==> src/rtl/legv8_control_unit.sv <==
// Multi-cycle LEGv8 sequencer: latches an instruction in FETCH, decodes it in EXEC
// (plus a MEM cycle for LDUR) into the datapath control word and constant K.
module legv8_control_unit #(
    parameter logic [4:0] XZR = 5'd31
) (
    input  logic        clock,
    input  logic        reset,
    input  logic [31:0] instruction,
    input  logic [3:0]  alu_status,
    input  logic [3:0]  flags,
    output logic [28:0] controlWord,
    output logic [63:0] K,
    output logic        halted
);

    typedef enum logic [1:0] {
        ST_FETCH = 2'd0,
        ST_EXEC  = 2'd1,
        ST_MEM   = 2'd2,
        ST_HALT  = 2'd3
    } state_t;

    localparam logic [4:0] FS_AND = 5'b00000;
    localparam logic [4:0] FS_OR  = 5'b00100;
    localparam logic [4:0] FS_ADD = 5'b01000;
    localparam logic [4:0] FS_SUB = 5'b01010;
    localparam logic [4:0] FS_XOR = 5'b01100;
    localparam logic [4:0] FS_LSL = 5'b10000;
    localparam logic [4:0] FS_LSR = 5'b10100;

    state_t      state_q, state_d;
    logic [31:0] ir_q, ir_d;
    logic        idle_s;
    logic [1:0]  ps_s, seld_s;
    logic [4:0]  da_s, sa_s, sb_s, fs_s;
    logic        regw_s, ramw_s, selb_s, pcsel_s, sl_s;
    logic [63:0] k_s;
    logic        unused_alu_s;

    // Arithmetic ops (IR[24]=1) pick ADD/SUB from IR[30]; logical ops use IR[30:29].
    function automatic logic [4:0] alu_fs(input logic arith, input logic [1:0] op);
        if (arith) begin
            alu_fs = op[1] ? FS_SUB : FS_ADD;
        end else begin
            case (op)
                2'b00:   alu_fs = FS_AND;
                2'b01:   alu_fs = FS_OR;
                2'b10:   alu_fs = FS_XOR;
                default: alu_fs = FS_AND;
            endcase
        end
    endfunction

    function automatic logic cond_taken(input logic [3:0] cond, input logic [3:0] f);
        logic v, c, n, z;
        {v, c, n, z} = f;
        case (cond)
            4'd0:    cond_taken = z;
            4'd1:    cond_taken = !z;
            4'd2:    cond_taken = c;
            4'd3:    cond_taken = !c;
            4'd4:    cond_taken = n;
            4'd5:    cond_taken = !n;
            4'd6:    cond_taken = v;
            4'd7:    cond_taken = !v;
            4'd8:    cond_taken = c && !z;
            4'd9:    cond_taken = !c || z;
            4'd10:   cond_taken = (n == v);
            4'd11:   cond_taken = (n != v);
            4'd12:   cond_taken = !z && (n == v);
            4'd13:   cond_taken = z || (n != v);
            default: cond_taken = 1'b1;
        endcase
    endfunction

    // State and instruction register.
    always_ff @(posedge clock or negedge reset) begin
        if (!reset) begin
            state_q <= ST_FETCH;
            ir_q    <= 32'd0;
        end else begin
            state_q <= state_d;
            ir_q    <= ir_d;
        end
    end

    // Next-state and control-word decode from the latched instruction.
    always_comb begin
        ir_d    = ir_q;
        state_d = state_q;
        idle_s  = 1'b1;
        ps_s    = 2'b00;
        da_s    = XZR;
        sa_s    = XZR;
        sb_s    = XZR;
        fs_s    = FS_AND;
        regw_s  = 1'b0;
        ramw_s  = 1'b0;
        seld_s  = 2'b00;
        selb_s  = 1'b0;
        pcsel_s = 1'b0;
        sl_s    = 1'b0;
        k_s     = 64'd0;
        case (state_q)
            ST_FETCH: begin
                ir_d    = instruction;
                state_d = ST_EXEC;
            end
            ST_EXEC: begin
                idle_s  = 1'b0;
                state_d = ST_FETCH;
                casez (ir_q[31:21])
                    11'b10001011000, 11'b11001011000, 11'b10001010000, 11'b10101010000,
                    11'b11001010000, 11'b10101011000, 11'b11101011000: begin
                        da_s   = ir_q[4:0];
                        sa_s   = ir_q[9:5];
                        sb_s   = ir_q[20:16];
                        fs_s   = alu_fs(ir_q[24], ir_q[30:29]);
                        sl_s   = ir_q[24] & ir_q[29];
                        seld_s = 2'b01;
                        regw_s = 1'b1;
                        ps_s   = 2'b01;
                    end
                    11'b1101001101?: begin
                        da_s   = ir_q[4:0];
                        sa_s   = ir_q[9:5];
                        k_s    = {58'd0, ir_q[15:10]};
                        selb_s = 1'b1;
                        fs_s   = ir_q[21] ? FS_LSL : FS_LSR;
                        seld_s = 2'b01;
                        regw_s = 1'b1;
                        ps_s   = 2'b01;
                    end
                    11'b1001000100?, 11'b1101000100?, 11'b1001001000?,
                    11'b1011001000?, 11'b1101001000?: begin
                        da_s   = ir_q[4:0];
                        sa_s   = ir_q[9:5];
                        k_s    = {52'd0, ir_q[21:10]};
                        selb_s = 1'b1;
                        fs_s   = alu_fs(ir_q[24], ir_q[30:29]);
                        seld_s = 2'b01;
                        regw_s = 1'b1;
                        ps_s   = 2'b01;
                    end
                    11'b11111000000: begin
                        sa_s   = ir_q[9:5];
                        sb_s   = ir_q[4:0];
                        k_s    = {{55{ir_q[20]}}, ir_q[20:12]};
                        fs_s   = FS_ADD;
                        selb_s = 1'b1;
                        ramw_s = 1'b1;
                        ps_s   = 2'b01;
                    end
                    11'b11111000010: begin
                        sa_s    = ir_q[9:5];
                        k_s     = {{55{ir_q[20]}}, ir_q[20:12]};
                        fs_s    = FS_ADD;
                        selb_s  = 1'b1;
                        state_d = ST_MEM;
                    end
                    11'b000101?????, 11'b100101?????: begin
                        k_s     = {{38{ir_q[25]}}, ir_q[25:0]};
                        pcsel_s = 1'b1;
                        ps_s    = 2'b10;
                        if (ir_q[31]) begin
                            da_s   = 5'd30;
                            seld_s = 2'b11;
                            regw_s = 1'b1;
                        end else begin
                            da_s   = XZR;
                        end
                    end
                    11'b11010110000: begin
                        sa_s = ir_q[9:5];
                        ps_s = 2'b11;
                    end
                    // IR[24] separates CBNZ from CBZ, so it flips the sense of Z.
                    11'b1011010????: begin
                        sb_s    = ir_q[4:0];
                        fs_s    = FS_OR;
                        k_s     = {{45{ir_q[23]}}, ir_q[23:5]};
                        pcsel_s = 1'b1;
                        ps_s    = (alu_status[0] ^ ir_q[24]) ? 2'b10 : 2'b01;
                    end
                    11'b01010100???: begin
                        k_s     = {{45{ir_q[23]}}, ir_q[23:5]};
                        pcsel_s = 1'b1;
                        ps_s    = cond_taken(ir_q[3:0], flags) ? 2'b10 : 2'b01;
                    end
                    default: begin
                        idle_s  = 1'b1;
                        state_d = ST_HALT;
                    end
                endcase
            end
            ST_MEM: begin
                idle_s  = 1'b0;
                da_s    = ir_q[4:0];
                sa_s    = ir_q[9:5];
                k_s     = {{55{ir_q[20]}}, ir_q[20:12]};
                fs_s    = FS_ADD;
                selb_s  = 1'b1;
                regw_s  = 1'b1;
                ps_s    = 2'b01;
                state_d = ST_FETCH;
            end
            ST_HALT: begin
                state_d = ST_HALT;
            end
            default: begin
                state_d = ST_FETCH;
            end
        endcase
    end

    assign controlWord = idle_s ? 29'd0 :
        {ps_s, da_s, sa_s, sb_s, fs_s, regw_s, ramw_s, seld_s, selb_s, pcsel_s, sl_s};
    assign K            = idle_s ? 64'd0 : k_s;
    assign halted       = (state_q == ST_HALT);
    assign unused_alu_s = ^alu_status[3:1];

endmodule
==> config.mk <==
export PLATFORM = sky130hd
export DESIGN_NAME = legv8_control_unit
export DESIGN_NICKNAME = d
export VERILOG_FILES = /design/src/rtl/legv8_control_unit.sv
export SDC_FILE = /design/constraint.sdc
export NUM_CORES = 1
export LEC_CHECK = 0
export CAP_MARGIN = 20
export CORE_UTILIZATION = 50
export CTS_CLUSTER_SIZE = 25
export DETAILED_ROUTE_END_ITERATION = 10
export DONT_BUFFER_PORTS = 1
export PLACE_DENSITY_LB_ADDON = 0.3
export SLEW_MARGIN = 20
export SYNTH_ARGS = -nofsm -noshare
export SYNTH_HDL_FRONTEND = slang
export SYNTH_SLANG_ARGS = --single-unit
export TNS_END_PERCENT = 30
==> constraint.sdc <==
create_clock -name clock -period 6.5 [get_ports clock]
set_clock_uncertainty 0.1 [all_clocks]
set_input_delay 1.3 -clock clock [delete_from_list [all_inputs] [get_ports clock]]
set_output_delay 1.3 -clock clock [all_outputs]
set_load 0.02 [all_outputs]
==> qor.csv <==
metric,value,unit
DP Wirelength,7.23,mm
worst hold slack,0.481,ns
path depth of the worst reg2reg path,8,
startpoint types,flip-flop,
final setup fails,0,
number of synthesized flops with an enable pin,0,
run status,completed,
CTS Sinks,34,
synthesized net count,462,
Crit path max-delay family,compound AO/OA/AOI/OAI gates,
maxcap violations,0,
Fin Setup TNS,0,ns
part of the cycle the worst path needs,0.839,
slowest CP cell,a21boi_0,
FF-to-FF End,state_q[1],
WS Path Type,reg -> out,
Syn Inst Count,411,
Synth top area share,0.236,
CTS tree,done,
sequential area share after synthesis,0.236,
detailed-route via count,3112,
ys async rst share,1.00,
worst skew pair latency,0.30,ns
delay of the slowest critical-path stage,0.80,ns
worst slack at placement,1.44,ns
post-route ant nets,0,
Worst setup EP type,output pin,
most frequent cell after synthesis,buf_4,
Final GP Congestion,0.950,
Hold Crit Class,reg -> reg,
Final Util,0.514,
Syn. warnings,0,
Seq cells post-synth,34,
clk buf depth,2,
pwr dens,542,nW/um^2
Hold Startpoint,ir_q[9],
routed len/inst,22.5,microns
largest net degree at the start of global routing,37,
Post-synth top cells,"buf_4 (39), dfrtp_1 (34), nand2_1 (30)",
Synth-to-Final Area Change,-2.15,%
Max VDD drop,0.268,mV
Die Wd,87.0,microns
Buf/Inv on CP,3,
post-layout minimum cycle time,5.46,ns
clock share of power,0.126,
CTS Buf Count,5,
initial core utilization,0.526,
Final nets,404,
worst path cell trace,"nor4bb_1, buf_4, nand4b_1, a21boi_0, o21ai_0, a21oi_4, buf_12, buf_12",
clk slew on worst S/H paths,0.08,ns
Core ar.,6870,sq um
Ports,136,
Max H-tree Level,2,
reg2reg start,ir_q[30],
Clock Root Buffer,clkbuf_8,
Synth area leader,dfrtp_1,
worst slew pin tran,0.968,ns
First DRT Iteration DRCs,469,
Net Switching,1.03,mW
Post-CTS Resized,0,
Global Route Usage Sum,0.270,
Critical Path Fanout Max,21,
first-pass iteration count of the detailed router,5,
Final Slew Violations,0,
layout cell share with drive strength beyond 1,0.206,
Leakage,1.31,nW
Crit path required time,5.10,ns
vias in the first global route,2817,
P_int,884,uW
Residual DRC,0,
Post-CTS Setup Bufs,0,
# diodes,0,
finished layout cell area,3530,sq um
Post-CTS Hold Fix Bufs,0,
ys flop type,dfrtp_1,
R2R Setup Slk,3.99,ns
Port Buf Inserts,0,
Seq pwr share,0.297,
initial antenna violation count,0,
Min-Delay Endpoint,ir_q[9],
Synth cell types,74,
synthesized area per cell,8.78,sq um
Placed Instances,442,
first-pass GRT wire length,15.7,mm
drt total wl,10.1,mm
Slew HR,0.345,
total power,1.91,mW
fmax,183,MHz
vias per cell,6.92,
RSZ-0062 raised after global routing,no,
Worst path most repeated cell,buf_12,
Comb pwr share,0.576,
DP Area,3390,sq um
Core Rows,30,
Final WS setup,1.04,ns
"top cells by area, synth","dfrtp_1 (24%), mux2_2 (8.7%), buf_4 (8.1%), o21ai_0 (3.9%), a211oi_2 (3.8%)",
Fin. Hold Viols,0,
die area,7560,sq um
Sw Share,0.538,
WHS Path Cells,1,
Critical Path AT,4.06,ns
post-synthesis cell area,3610,sq um
total gr overflow,0,
Die H,87.0,microns
Non-Filler Instances,450,
placed cells by master, fill, tap and decap left out, types with 8 or more instances in the layout:
| cell | n |
|---|---|
| a211oi_2 | 11 |
| a21boi_0 | 18 |
| a21o_1 | 9 |
| a21oi_1 | 25 |
| and3_1 | 9 |
| dfrtp_1 | 34 |
| ha_1 | 9 |
| inv_1 | 9 |
| mux2_2 | 28 |
| nand2_1 | 30 |
| nor2_1 | 8 |
| nor4b_1 | 8 |
| o21ai_0 | 28 |
flip-flops by register name, summed over array words and instances (netlist names):
register,count
ir_q,32
state_q,2
cells by family after synthesis:
kind of cell | Yosys count | synth area share
buf+inv | 83 | 0.134
simple gates | 99 | 0.168
fa+ha+maj | 9 | 0.0312
xor+xnor | 5 | 0.0159
flops | 34 | 0.236
compound gates | 150 | 0.317
other cells | 1 | 0.00104
mux | 30 | 0.0964
worst max path at each step:
stage | start | endpoint | slack [ns] | cells past startpoint
6_report | ir_q[28] | K[56] | 1.04 | 8
2_1_floorplan | ir_q[30] | K[26] | 0.99 | 10
3_5_place_dp | ir_q[30] | K[52] | 1.44 | 9
5_1_grt | ir_q[28] | K[56] | 0.77 | 8
3_3_place_gp | ir_q[28] | K[51] | 1.54 | 8
4_1_cts | ir_q[30] | K[51] | 1.13 | 9
layer usage:
layer  routed length (microns)  part of all wire  track usage
met1                      4230              0.42        0.365
met2                      4590              0.45        0.417
met3                      1020              0.10       0.0720
met4                       280             0.028       0.0894
met5                         0                 0            0
final cells by class:
cell class	instances	area [sq um]
repair buffers	9	105
flip-flops and latches	34	851
multi-input cells	294	2280
clock inverters	3	68.8
fillers	639	3340
inverters	9	33.8
clock buffers	5	68.8
well taps	96	120
power groups by stage:
stage | Combinational (mW) | Sequential [mW] | Clock, mW
2_1_floorplan | 1.05 | 0.419 | 0
3_3_place_gp | 1.08 | 0.557 | 0
3_5_place_dp | 1.09 | 0.563 | 0
4_1_cts | 1.09 | 0.559 | 0.244
5_1_grt | 1.19 | 0.589 | 0.252
6_report | 1.10 | 0.569 | 0.242
Power figures use the tool's default switching activity.
